[config.mk]
export PLATFORM = sky130hd
export DESIGN_NAME = spart_tx_q
export DESIGN_NICKNAME = d
export VERILOG_FILES = /design/src/rtl/spart_tx_q.sv
export SDC_FILE = /design/constraint.sdc
export NUM_CORES = 1
export LEC_CHECK = 0
export ABC_AREA = 1
export BUFFER_PORTS_ARGS = -buffer_cell sky130_fd_sc_hd__buf_2
export CAP_MARGIN = 20
export CELL_PAD_IN_SITES_DETAIL_PLACEMENT = 1
export CELL_PAD_IN_SITES_GLOBAL_PLACEMENT = 2
export CORE_UTILIZATION = 25
export CTS_CLUSTER_DIAMETER = 40
export DETAILED_ROUTE_END_ITERATION = 7
export GPL_TIMING_DRIVEN = 1
export PLACE_DENSITY_LB_ADDON = 0.1
export SLEW_MARGIN = 0
export SYNTH_ARGS = -nofsm -noshare
export SYNTH_HDL_FRONTEND = slang
export SYNTH_SLANG_ARGS = --single-unit
[constraint.sdc]
create_clock -name clk -period 7.6 [get_ports clk]
set_clock_uncertainty 0.1 [all_clocks]
set_input_delay 1.52 -clock clk [delete_from_list [all_inputs] [get_ports clk]]
set_output_delay 1.52 -clock clk [all_outputs]
set_load 0.02 [all_outputs]
[src/rtl/spart_tx_q.sv]
// spart_tx_q: DEPTH-entry transmit queue feeding a UART serialiser (start, DATA_W data bits LSB first,
// optional parity, one or two stop bits). Define SPART_TX_PARITY_EN to build the parity stage.
module spart_tx_q #(
    parameter int DEPTH  = 8,
    parameter int DATA_W = 8,
    parameter int DIV_W  = 13
) (
    input  logic                     clk,
    input  logic                     rst_n,
    input  logic                     wr_en,
    input  logic [DATA_W-1:0]        wr_data,
    input  logic [DIV_W-1:0]         baud_div,
    input  logic [1:0]               parity_mode,
    input  logic                     two_stop,
    output logic                     tx_q_full,
    output logic [$clog2(DEPTH):0]   tx_q_free,
    output logic                     tx_busy,
    output logic                     TX
);
    localparam int AW = $clog2(DEPTH);
    localparam int CW = $clog2(DEPTH) + 1;
    localparam int BW = $clog2(DATA_W);
    localparam logic [DIV_W-1:0] MIN_DIV  = DIV_W'(16);
    localparam logic [BW-1:0]    LAST_BIT = BW'(DATA_W - 1);

    localparam logic [2:0] S_IDLE   = 3'd0;
    localparam logic [2:0] S_START  = 3'd1;
    localparam logic [2:0] S_DATA   = 3'd2;
`ifdef SPART_TX_PARITY_EN
    localparam logic [2:0] S_PARITY = 3'd3;
`endif
    localparam logic [2:0] S_STOP   = 3'd4;

    // queue storage and bookkeeping
    logic [DATA_W-1:0] r_mem [DEPTH];
    logic [AW-1:0]     r_wr_ptr;
    logic [AW-1:0]     r_rd_ptr;
    logic [CW-1:0]     r_count;
    logic [CW-1:0]     r_free;
    logic              r_full;

    // serialiser
    logic [2:0]        r_state;
    logic              r_tx;
    logic [DIV_W-1:0]  r_div;
    logic [DIV_W-1:0]  r_cnt;
    logic [DATA_W-1:0] r_shift;
    logic [BW-1:0]     r_bit_idx;
    logic              r_two_stop;
    logic              r_stop_idx;
`ifdef SPART_TX_PARITY_EN
    logic              r_par_en;
    logic              r_par_val;
`else
    logic              w_unused_parity;
    assign w_unused_parity = ^parity_mode;
`endif

    logic              w_push;
    logic              w_pop;
    logic              w_not_empty;
    logic              w_bit_end;
    logic              w_last_stop;
    logic [CW-1:0]     w_count_next;
    logic [DIV_W-1:0]  w_div_clamped;
    logic [DATA_W-1:0] w_head;

    assign w_push        = wr_en & ~r_full;
    assign w_not_empty   = (r_count != '0);
    assign w_bit_end     = (r_cnt == '0);
    assign w_last_stop   = ~r_two_stop | r_stop_idx;
    // Pop from IDLE, or on the final stop-bit clock so the next start bit follows with no gap.
    assign w_pop         = w_not_empty &
                           ((r_state == S_IDLE) |
                            ((r_state == S_STOP) & w_bit_end & w_last_stop));
    assign w_count_next  = r_count + CW'(w_push) - CW'(w_pop);
    assign w_div_clamped = (baud_div < MIN_DIV) ? MIN_DIV : baud_div;
    assign w_head        = r_mem[r_rd_ptr];

    assign tx_q_full = r_full;
    assign tx_q_free = r_free;
    assign tx_busy   = (r_state != S_IDLE);
    assign TX        = r_tx;

    always_ff @(posedge clk) begin
        if (w_push) begin
            r_mem[r_wr_ptr] <= wr_data;
        end
    end

    always_ff @(posedge clk or negedge rst_n) begin
        if (!rst_n) begin
            r_wr_ptr <= '0;
            r_rd_ptr <= '0;
            r_count  <= '0;
            r_full   <= 1'b0;
            r_free   <= CW'(DEPTH);
        end else begin
            if (w_push) begin
                r_wr_ptr <= r_wr_ptr + AW'(1);
            end
            if (w_pop) begin
                r_rd_ptr <= r_rd_ptr + AW'(1);
            end
            r_count <= w_count_next;
            r_full  <= (w_count_next == CW'(DEPTH));
            r_free  <= CW'(DEPTH) - w_count_next;
        end
    end

    always_ff @(posedge clk or negedge rst_n) begin
        if (!rst_n) begin
            r_state    <= S_IDLE;
            r_tx       <= 1'b1;
            r_div      <= MIN_DIV;
            r_cnt      <= '0;
            r_shift    <= '0;
            r_bit_idx  <= '0;
            r_two_stop <= 1'b0;
            r_stop_idx <= 1'b0;
`ifdef SPART_TX_PARITY_EN
            r_par_en   <= 1'b0;
            r_par_val  <= 1'b0;
`endif
        end else if (w_pop) begin
            // Frame settings are captured here and held until the frame ends.
            r_state    <= S_START;
            r_tx       <= 1'b0;
            r_div      <= w_div_clamped;
            r_cnt      <= w_div_clamped - DIV_W'(1);
            r_shift    <= w_head;
            r_bit_idx  <= '0;
            r_two_stop <= two_stop;
            r_stop_idx <= 1'b0;
`ifdef SPART_TX_PARITY_EN
            r_par_en   <= (parity_mode == 2'b01) | (parity_mode == 2'b10);
            r_par_val  <= (^w_head) ^ (parity_mode == 2'b10);
`endif
        end else if (r_state != S_IDLE) begin
            if (!w_bit_end) begin
                r_cnt <= r_cnt - DIV_W'(1);
            end else begin
                r_cnt <= r_div - DIV_W'(1);
                case (r_state)
                    S_START: begin
                        r_state <= S_DATA;
                        r_tx    <= r_shift[0];
                        r_shift <= r_shift >> 1;
                    end
                    S_DATA: begin
                        if (r_bit_idx == LAST_BIT) begin
`ifdef SPART_TX_PARITY_EN
                            if (r_par_en) begin
                                r_state <= S_PARITY;
                                r_tx    <= r_par_val;
                            end else begin
                                r_state <= S_STOP;
                                r_tx    <= 1'b1;
                            end
`else
                            r_state <= S_STOP;
                            r_tx    <= 1'b1;
`endif
                        end else begin
                            r_bit_idx <= r_bit_idx + BW'(1);
                            r_tx      <= r_shift[0];
                            r_shift   <= r_shift >> 1;
                        end
                    end
`ifdef SPART_TX_PARITY_EN
                    S_PARITY: begin
                        r_state <= S_STOP;
                        r_tx    <= 1'b1;
                    end
`endif
                    S_STOP: begin
                        if (!w_last_stop) begin
                            r_stop_idx <= 1'b1;
                        end else begin
                            r_state <= S_IDLE;
                        end
                    end
                    default: begin
                        r_state <= S_IDLE;
                        r_tx    <= 1'b1;
                    end
                endcase
            end
        end
    end

endmodule

==> flow_summary.json, run 1 <==
{
  "run_status": "complete, no violations",
  "layout_worst_path_cycle_share_pct": 48.2,
  "cts_inserted_buffers": 17,
  "cpMaxStageDelayCell": "sky130_fd_sc_hd__nor2_1",
  "numPlacedInstances": 897,
  "via_count": 4259,
  "worst_max_slew_margin_expressed_relative_to_the_limit_pct": 29.5,
  "yosys-top-cells-count": "136 x sky130_fd_sc_hd__nand2_1, 81 x sky130_fd_sc_hd__nor2_1, 64 x sky130_fd_sc_hd__edfxtp_1, 54 x sky130_fd_sc_hd__dfrtp_1",
  "synth_sequential_area_ratio_pct": 58.7,
  "fin_tns_setup_ns": 0,
  "final_max_slew_viol_count": 0,
  "proportion_of_layout_cells_with_a_drive_suffix_above_1_pct": 16.1,
  "drc": 0,
  "grt_pass1_vias": 4433,
  "postLayoutSetupSlackWorst_ns": 3.94,
  "antenna_found_initial": 0,
  "postSynthRegisterBits": 121,
  "place_congestion": 0.693,
  "start_to_end_type_of_the_worst_setup_path": "register to register",
  "dr.pass1.iters": 4,
  "critical_path_source_type": "register",
  "h_tree_depth_reported_by_cts": 4,
  "routed_wl_mm": 15.3,
  "cts_hold_buf": 0,
  "synth_nets": 642,
  "synthesis.yosys.warnings": 0,
  "crit_path_frequent_cell": "sky130_fd_sc_hd__inv_1",
  "grt_first_pass_wirelength_mm": 24.7,
  "dpl_worst_slack_ns": 3.83,
  "count_of_cells_resized_by_post_cts_repair": 0,
  "cap_viol_max_count": 0,
  "synth_ff_type": "sky130_fd_sc_hd__edfxtp_1",
  "antennaDiodeCount": 0,
  "path_buf_inv": 4,
  "worst_setup_hold_path_clk_slew_ns": 0.06,
  "finish.cell_count_without_fillers": 934,
  "worst_hold_path_type": "register to register",
  "finalSetupViolations": 0,
  "detail_route.vias_per_cell": 4.56,
  "synth-edff-count": 64,
  "floorplan.core_area_um2": 22100,
  "die_h_um": 153,
  "die_width_um": 153,
  "detail_route.wl_per_cell_um": 16.3,
  "grt_setup_unrepaired": "false",
  "synth_most_common_cell": "sky130_fd_sc_hd__nand2_1",
  "io_pins": 34,
  "worstPathCellList": "nor2_1 > o21ai_1 > nor2_1 > nand2_2 > inv_1 > ha_1 > inv_1 > ha_1 > fa_1 > inv_1 > ha_1 > inv_1 > xor2_1",
  "synth_area_um2": 5710,
  "synth_top_area_cell": "sky130_fd_sc_hd__edfxtp_1",
  "ctsRootBufferMaster": "sky130_fd_sc_hd__clkbuf_16",
  "fin_crit_ns": 3.66,
  "power_density_nw_per_um2": 453,
  "num_rows": 54,
  "syn_inst": 603,
  "critical_path_required_ns": 7.78,
  "netlist_top_cells_area": "sky130_fd_sc_hd__edfxtp_1 34%, sky130_fd_sc_hd__dfrtp_1 24%, sky130_fd_sc_hd__nand2_1 8.9%",
  "peakVddDrop_mv": 0.169,
  "route.antenna.remaining_nets": 0,
  "worst_path_dominant_cell_family": "adder cells",
  "postSynthAreaPerCell_um2": 9.48,
  "timing.critical_path.arrival_ns": 3.84,
  "max_slew.worst_pin.slew_ns": 1.05,
  "total_leakage_power_nw": 2.91,
  "numClockSinks": 121,
  "grt_usage_pct": 14.0,
  "cts_setup_buffers": 0,
  "clock.fmax_mhz": 273,
  "clk_latency_ns": 0.42,
  "fin_nets": 680,
  "synth_async_sr_flop_share_pct": 47.1,
  "cp_slowest_stage_delay_ns": 0.79,
  "design.die.area_um2": 23500,
  "maximum_number_of_pins_on_one_net_before_global_route_repair": 58,
  "yosysTopAreaCellShare_pct": 33.6,
  "tritoncts": "yes",
  "portBuffers": 31,
  "area_delta_synth_final_pct": 19.2,
  "global_route.overflow_total": 0,
  "hold_viol_final": 0,
  "timing.critical_path.to_type": "register",
  "initial_core_util_pct": 25.9,
  "first_iter_violations": 124,
  "half_perimeter_wire_length_after_placement_mm": 9.99,
  "max-clock-path-buffers": 2,
  "crit_fanout": 11,
  "synth.distinct_cells": 38
}
-- worst min-delay path: stages (launching register included) --
cell and delay (ns):
sky130_fd_sc_hd__dfstp_2 0.37, sky130_fd_sc_hd__nand2_1 0.06, sky130_fd_sc_hd__nand2_1 0.04
-- area by class of cell --
cell class / instances / area, um2
Fill cell: 2489 / 15300
Multi-Input combinational cell: 405 / 2050
Inverter: 54 / 203
Sequential cell: 121 / 3350
Clock buffer: 22 / 474
Timing Repair Buffer: 42 / 285
Tap cell: 280 / 350
Clock inverter: 10 / 95.1
-- worst paths after layout --
kind / cells after the start / slack [ns] / startpoint / end
max in group asynchronous: 2 / 5.66 / rst_n / r_div[7]
worst min register to register: 2 / 0.37 / r_div[4] / r_div[4]
min in group asynchronous: 2 / 1.19 / rst_n / r_stop_idx
worst max-delay path: 13 / 3.94 / r_state[0] / tx_q_free[2]
worst max register to register: 13 / 3.94 / r_state[0] / tx_q_free[2]
worst min-delay path: 2 / 0.37 / r_div[4] / r_div[4]
-- where the power goes --
part	internal (mW)	switching [mW]	leakage (nW)
clock network	0.476	0.299	0.276
registers	0.901	0.106	1.28
logic	0.433	0.873	1.36
-- registers in the layout, indices dropped and copies added, names as in the netlist --
name / cells
tx_q_free: 4
TX: 1
r_mem: 64
r_div: 13
r_wr_ptr: 3
r_two_stop: 1
r_bit_idx: 3
r_shift: 8
tx_q_full: 1
r_rd_ptr: 3
r_count: 3
r_state: 3
r_stop_idx: 1
r_cnt: 13
-- cell usage in the layout (no fill, tap or decap), types with 9 or more instances in the layout --
| cell | synthesis | routed |
|---|---|---|
| sky130_fd_sc_hd__buf_2 | 7 | 31 |
| sky130_fd_sc_hd__clkbuf_16 | 0 | 17 |
| sky130_fd_sc_hd__dfrtp_1 | 54 | 54 |
| sky130_fd_sc_hd__edfxtp_1 | 64 | 64 |
| sky130_fd_sc_hd__ha_1 | 11 | 11 |
| sky130_fd_sc_hd__inv_1 | 50 | 50 |
| sky130_fd_sc_hd__nand2_1 | 136 | 136 |
| sky130_fd_sc_hd__nand2_2 | 14 | 14 |
| sky130_fd_sc_hd__nand3_1 | 50 | 50 |
| sky130_fd_sc_hd__nor2_1 | 81 | 81 |
| sky130_fd_sc_hd__o21ai_0 | 41 | 41 |
| sky130_fd_sc_hd__o32ai_1 | 12 | 12 |
| sky130_fd_sc_hd__xor2_1 | 9 | 9 |
-- kinds of logic after synthesis --
family                     count (synthesis)  synth area share, %
xor gates and xnor gates                  11                 1.69
adders and majority gates                 12                 2.76
DFF                                      121                 58.7
and+or+nand+nor                          303                 23.1
AOI/OAI and AO/OA                         79                 8.39
buffers and inverters                     77                 5.41
-- metrics by stage --
| stage | cell area (um2) | hold WS (ns) | utilization [%] | power, mW |
|---|---|---|---|---|
| after global placement | 6160 | 0.355 | 27.9 | 2.29 |
| after detailed placement | 6160 | 0.359 | 27.9 | 2.32 |
| after floorplan | 5710 | 0.343 | - | 1.95 |
| after CTS | 6730 | 0.373 | 30.5 | 3.12 |
| final | 6810 | 0.367 | 30.8 | 3.09 |
| after global routing | 6810 | 0.398 | 30.8 | 3.37 |
-- routing by layer --
metal  vias to the layer above  GRT usage [%]  routed length (um)
met4                         0           4.76                 189
met3                        15           2.92                 400
met5                         -              0                   0
met2                        48           21.9                6960
met1                      2102           19.2                7700
li1                       2094              -                   -
Power figures use the tool's default switching activity.
==> inputs of run 2 (changes only) <==
- clock period: 7.6 -> 3.5 ns (I/O delays scaled with it)
==> run 2 against run 1 <==
Against the previous run:
- via count is 1.4% higher
- final cell count is 0.86% higher
- first-iteration DRC count is 4.8% higher
- register-to-register slack worse by 3.3 ns
- routed wire length grew 0.85%
- sequential power increased by 120%
- utilization is essentially flat
- die area did not move
==> flow_summary.json, run 2 (synthesized netlist as in run 1, its figures left out) <==
{
  "run_status": "complete, no violations",
  "dr.pass1.iters": 4,
  "worst_setup_hold_path_clk_slew_ns": 0.06,
  "ctsRootBufferMaster": "sky130_fd_sc_hd__clkbuf_16",
  "peakVddDrop_mv": 0.415,
  "fin_util_pct": 30.9,
  "proportion_of_layout_cells_with_a_drive_suffix_above_1_pct": 17.1,
  "regToRegSetupSlack_ns": 0.59,
  "cts_inserted_buffers": 17,
  "start_to_end_type_of_the_worst_setup_path": "register to register",
  "max_slew.worst_pin.slew_ns": 0.979,
  "detail_route.vias_per_cell": 4.58,
  "count_of_cells_resized_by_post_cts_repair": 0,
  "place_congestion": 0.700,
  "antenna_found_initial": 0,
  "cts_hold_buf": 0,
  "maximum_number_of_pins_on_one_net_before_global_route_repair": 58,
  "setup.worst_path.end": "tx_q_full",
  "io_pins": 34,
  "timing.critical_path.to_type": "register",
  "grt_usage_pct": 14.2,
  "numPlacedInstances": 910,
  "via_count": 4317,
  "max-clock-path-buffers": 2,
  "globalRouteMet3Util_pct": 2.95,
  "cap_viol_max_count": 0,
  "worstReg2RegEnd": "tx_q_full",
  "worst_setup_path_startpoint": "r_state[0]",
  "global_route.overflow_total": 0,
  "cts_setup_buffers": 0,
  "clock.fmax_mhz": 344,
  "num_rows": 54,
  "grt_pass1_vias": 4685,
  "timing.rr.start": "r_state[0]",
  "crit_fanout": 12,
  "portBuffers": 31,
  "antennaDiodeCount": 0,
  "worst_max_slew_margin_expressed_relative_to_the_limit_pct": 34.7,
  "finish.cell_count_without_fillers": 942,
  "finalSetupViolations": 0,
  "grt_first_pass_wirelength_mm": 25.0,
  "power_density_nw_per_um2": 974,
  "grt_util_met1_pct": 18.4,
  "clk_latency_ns": 0.42,
  "final_common_cell": "sky130_fd_sc_hd__nand2_1",
  "half_perimeter_wire_length_after_placement_mm": 10.3,
  "routed_wl_mm": 15.4,
  "largest_register_ff_count": 64,
  "fin_crit_ns": 2.91,
  "grt_setup_unrepaired": "false",
  "hold_viol_final": 0,
  "global_route.peak_usage_layer": "met2",
  "area_delta_synth_final_pct": 19.4,
  "final_max_slew_viol_count": 0,
  "length_in_cells_of_the_worst_reg_to_reg_path": 13,
  "floorplan.core_area_um2": 22100,
  "initial_core_util_pct": 25.9,
  "h_tree_depth_reported_by_cts": 4,
  "detail_route.wl_per_cell_um": 16.3,
  "route.antenna.remaining_nets": 0,
  "layout_worst_path_cycle_share_pct": 83.0,
  "first_iter_violations": 130,
  "critical_path_required_ns": 3.73,
  "drc": 0,
  "critical_path_source_type": "register",
  "tritoncts": "yes",
  "fin_nets": 688,
  "reg.largest.list": "r_mem (64), r_cnt (13), r_div (13)",
  "worst_hold_slack_ns": 0.192,
  "fin_tns_setup_ns": 0,
  "die_h_um": 153,
  "total_leakage_power_nw": 2.93,
  "worst_hold_path_type": "input pin to asynchronous set/reset pin",
  "design.die.area_um2": 23500,
  "met2_usage_grt_pct": 23.1,
  "final.fill_count": 2522,
  "die_width_um": 153,
  "timing.critical_path.arrival_ns": 3.13,
  "numClockSinks": 121,
  "mostFrequentLayoutCells": "136 x sky130_fd_sc_hd__nand2_1, 81 x sky130_fd_sc_hd__nor2_1, 64 x sky130_fd_sc_hd__edfxtp_1",
  "max_flop_register": "r_mem"
}
==> run 2: critical path, cell delays in order (launching register included) <==
cell	delay [ns]
sky130_fd_sc_hd__dfrtp_1	0.41
sky130_fd_sc_hd__nor2_1	0.20
sky130_fd_sc_hd__nand2_1	0.22
sky130_fd_sc_hd__nand2_2	0.32
sky130_fd_sc_hd__nand2_2	0.09
sky130_fd_sc_hd__inv_1	0.09
sky130_fd_sc_hd__ha_1	0.22
sky130_fd_sc_hd__inv_1	0.06
sky130_fd_sc_hd__ha_1	0.17
sky130_fd_sc_hd__fa_1	0.46
sky130_fd_sc_hd__inv_1	0.08
sky130_fd_sc_hd__ha_1	0.14
sky130_fd_sc_hd__inv_1	0.06
sky130_fd_sc_hd__nor3b_1	0.20
==> run 2: how the worst min path moves through the flow <==
stage	to	slack, ns
detailed placement	r_div[4]	0.36
floorplan	r_bit_idx[0]	0.30
finish	r_cnt[8]	0.19
CTS	r_cnt[6]	0.20
global placement	r_div[4]	0.36
global route	r_div[9]	0.21
==> run 2: area by class of cell <==
cell class              count  area (um2)  share of cell area (%)
flip-flops and latches    121        3350                    49.1
multi-input cells         405        2050                    30.1
clock buffers              17         425                    6.24
well taps                 280         350                    5.14
repair buffers             50         310                    4.55
inverters                  54         203                    2.97
clock inverters            15         128                    1.87
==> run 2: where the power goes <==
group	switching [mW]	internal, mW
Clock	0.672	0.973
Combinational	1.87	0.926
Sequential	0.254	1.95
Total	2.79	3.85
==> run 2: per-layer routing <==
metal	share of wire [%]	up-vias
li1	-	2098
met1	48	2142
met2	47	60
met3	3.4	17
met4	1.6	0
met5	0	-
==> run 2: stage by stage <==
stage / worst slack, ns / power, mW / cell area (um2)
floorplan: 0.479 / 4.24 / 5710
finish: 0.594 / 6.64 / 6820
CTS: 0.512 / 6.81 / 6820
detailed placement: 0.527 / 5.12 / 6270
global placement: 0.566 / 5.03 / 6270
global route: 0.350 / 7.27 / 6820
==> inputs of run 3 (changes only) <==
- ABC_AREA: 1 -> 0
- clock period: 3.5 -> 2.5 ns (I/O delays scaled with it)
==> run 3 against run 2 <==
Against the previous run:
- the run now ends with design-rule violations, negative setup slack left
- total power up 37%
- routed wire length is 5.4% higher
- die area is 1.1% lower
- sequential share of layout area fell by 7.1 points
- hold slack worse by 0.0020 ns
- setup slack worse by 0.93 ns
- critical path depth stayed put
- critical path type unchanged
- critical endpoint unchanged
- largest cell class unchanged
==> flow_summary.json, run 3 <==
{
  "layout_worst_path_cycle_share_pct": 114,
  "dr.pass1.iters": 6,
  "yosys-top-cells-count": "65 x sky130_fd_sc_hd__nand2_1, 64 x sky130_fd_sc_hd__edfxtp_1, 54 x sky130_fd_sc_hd__dfrtp_1, 32 x sky130_fd_sc_hd__nor2_1, 28 x sky130_fd_sc_hd__o21ai_0",
  "max_flop_register": "r_mem",
  "global_route.peak_usage_layer": "met2",
  "via_count": 4180,
  "postLayoutSetupSlackWorst_ns": -0.341,
  "detail_route.wl_per_cell_um": 18.2,
  "grt_pass1_vias": 4675,
  "maximum_number_of_pins_on_one_net_before_global_route_repair": 58,
  "final-seq-area_um2": 3350,
  "portBuffers": 31,
  "crit_fanout": 3,
  "num_rows": 54,
  "globalRouteMet3Util_pct": 2.84,
  "worst_setup_hold_path_clk_slew_ns": 0.07,
  "yosysTopAreaCellShare_pct": 34.0,
  "design.die.area_um2": 23200,
  "synth_top_area_cell": "sky130_fd_sc_hd__edfxtp_1",
  "critical_path_source_type": "register",
  "half_perimeter_wire_length_after_placement_mm": 11.2,
  "routed_wl_mm": 16.2,
  "synth_area_um2": 5650,
  "antenna_found_initial": 0,
  "first_iter_violations": 170,
  "detail_route.vias_per_cell": 4.70,
  "floorplan.core_area_um2": 22000,
  "tritoncts": "yes",
  "start_to_end_type_of_the_worst_setup_path": "register to register",
  "reg.largest.list": "r_mem (64), r_cnt (13), r_div (13)",
  "synth_ff_type": "sky130_fd_sc_hd__edfxtp_1",
  "synth_sequential_area_ratio_pct": 59.3,
  "cts_inserted_buffers": 17,
  "final_common_cell": "sky130_fd_sc_hd__buf_4",
  "hold_viol_final": 0,
  "fin_nets": 635,
  "post-layout-total-power_mw": 9.07,
  "max-clock-path-buffers": 2,
  "final.fill_count": 2381,
  "grt_usage_pct": 15.1,
  "postSynthRegisterBits": 121,
  "antennaDiodeCount": 0,
  "route.antenna.remaining_nets": 0,
  "ctsRootBufferMaster": "sky130_fd_sc_hd__clkbuf_16",
  "synth-edff-count": 64,
  "multiInputGateArea_um2": 2530,
  "timing.critical_path.arrival_ns": 3.05,
  "syn_inst": 460,
  "final_max_slew_viol_count": 0,
  "timing.critical_path.to_type": "register",
  "clock.fmax_mhz": 352,
  "met2_usage_grt_pct": 25.6,
  "die_width_um": 152,
  "global_route.overflow_total": 0,
  "mostFrequentLayoutCells": "93 x sky130_fd_sc_hd__buf_4, 64 x sky130_fd_sc_hd__nand2_1, 64 x sky130_fd_sc_hd__edfxtp_1",
  "peakVddDrop_mv": 0.440,
  "synthesis.yosys.warnings": 0,
  "total_leakage_power_nw": 3.22,
  "grt_setup_unrepaired": "true",
  "power_density_nw_per_um2": 1140,
  "initial_core_util_pct": 25.7,
  "fin_crit_ns": 2.84,
  "place_congestion": 0.755,
  "synth_most_common_cell": "sky130_fd_sc_hd__nand2_1",
  "netlist_top_cells_area": "sky130_fd_sc_hd__edfxtp_1 34%, sky130_fd_sc_hd__dfrtp_1 24%, sky130_fd_sc_hd__mux4_2 6.4%",
  "area_delta_synth_final_pct": 41.2,
  "critical_path_required_ns": 2.71,
  "cap_viol_max_count": 0,
  "fin_util_pct": 36.2,
  "synth_async_sr_flop_share_pct": 47.1,
  "numClockSinks": 121,
  "run_status": "finished with violations",
  "grt_util_met1_pct": 19.3,
  "grt_first_pass_wirelength_mm": 26.4,
  "worst_max_slew_margin_expressed_relative_to_the_limit_pct": 59.8,
  "synth_nets": 499,
  "postSynthAreaPerCell_um2": 12.3,
  "clk_latency_ns": 0.42,
  "io_pins": 34,
  "finalSetupViolations": 23,
  "failed_checks": "design-rule violations, negative setup slack",
  "largest_register_ff_count": 64,
  "proportion_of_layout_cells_with_a_drive_suffix_above_1_pct": 42.7,
  "synth.distinct_cells": 58,
  "max_slew.worst_pin.slew_ns": 0.601,
  "h_tree_depth_reported_by_cts": 4,
  "die_h_um": 152,
  "worst_hold_path_type": "input pin to register",
  "drc": 2,
  "worst_hold_slack_ns": 0.190
}
==> run 3: where the power goes <==
group	total, mW	switching [mW]	internal [mW]
Sequential	3.10	0.400	2.70
Clock	2.53	1.10	1.43
Combinational	3.44	1.67	1.77
==> run 3: cells by family after synthesis <==
logic type / synth area share, %
AND/OR/NAND/NOR: 13.1
multiplexers: 10.7
AO/OA/AOI/OAI: 9.30
adder cells (fa/ha/maj): 2.79
buffers and inverters: 2.57
XOR/XNOR: 2.32
flip-flops: 59.3
==> run 3: path summary, 6_finish.rpt <==
| kind | from | endpoint | slack, ns | depth (start not counted) |
|---|---|---|---|---|
| max | r_count[2] | tx_q_full | -0.34 | 13 |
| min | two_stop | r_two_stop | 0.19 | 3 |
| max reg2reg | r_count[2] | tx_q_full | -0.34 | 13 |
| min reg2reg | r_div[11] | r_div[11] | 0.38 | 2 |
| max in group asynchronous | rst_n | TX | 1.45 | 3 |
| min in group asynchronous | rst_n | r_shift[5] | 0.53 | 3 |
==> run 3: routing by layer <==
metal / part of all wire (%) / wire [um] / up-vias
met4: 1.3 / 209 / 0
met1: 47 / 7650 / 2145
li1: - / - / 1966
met3: 2.0 / 328 / 19
met2: 49 / 8020 / 50
met5: 0 / 0 / -
==> run 3: final cells by class <==
class	count	area share, %
clock buffers	17	5.33
clock inverters	15	2.16
inverters	14	0.784
multi-input cells	303	31.7
flip-flops and latches	121	42.0
well taps	280	4.39
repair buffers	139	13.6
==> run 3: through the flow <==
step	cells	instance area, um2	setup slack (ns)	setup TNS, ns
3_3_place_gp	840	6840	-0.398	-5.71
2_1_floorplan	460	5740	-0.528	-4.84
5_1_grt	889	7980	-0.457	-7.58
4_1_cts	879	7750	-0.324	-3.26
6_report	889	7980	-0.341	-3.85
3_5_place_dp	840	6840	-0.418	-6.13
==> run 3: timing repair <==
item	in CTS	in global routing
setup buffers	6	11
resized for setup	62	33
endpoints found under the hold margin	17	0
endpoints found under the setup margin	26	31
pin swaps	26	24
hold buffers	1	0
gates cloned	0	0
==> run 3: critical path: stages (launching register included) <==
cell and delay (ns):
sky130_fd_sc_hd__dfrtp_1 0.37, sky130_fd_sc_hd__inv_2 0.07, sky130_fd_sc_hd__ha_4 0.11, sky130_fd_sc_hd__or3b_4 0.37
sky130_fd_sc_hd__and3_4 0.22, sky130_fd_sc_hd__nand2_8 0.09, sky130_fd_sc_hd__inv_8 0.03, sky130_fd_sc_hd__ha_4 0.26
sky130_fd_sc_hd__inv_4 0.03, sky130_fd_sc_hd__ha_4 0.15, sky130_fd_sc_hd__fa_2 0.57, sky130_fd_sc_hd__inv_2 0.05
sky130_fd_sc_hd__ha_4 0.16, sky130_fd_sc_hd__nor3b_4 0.14
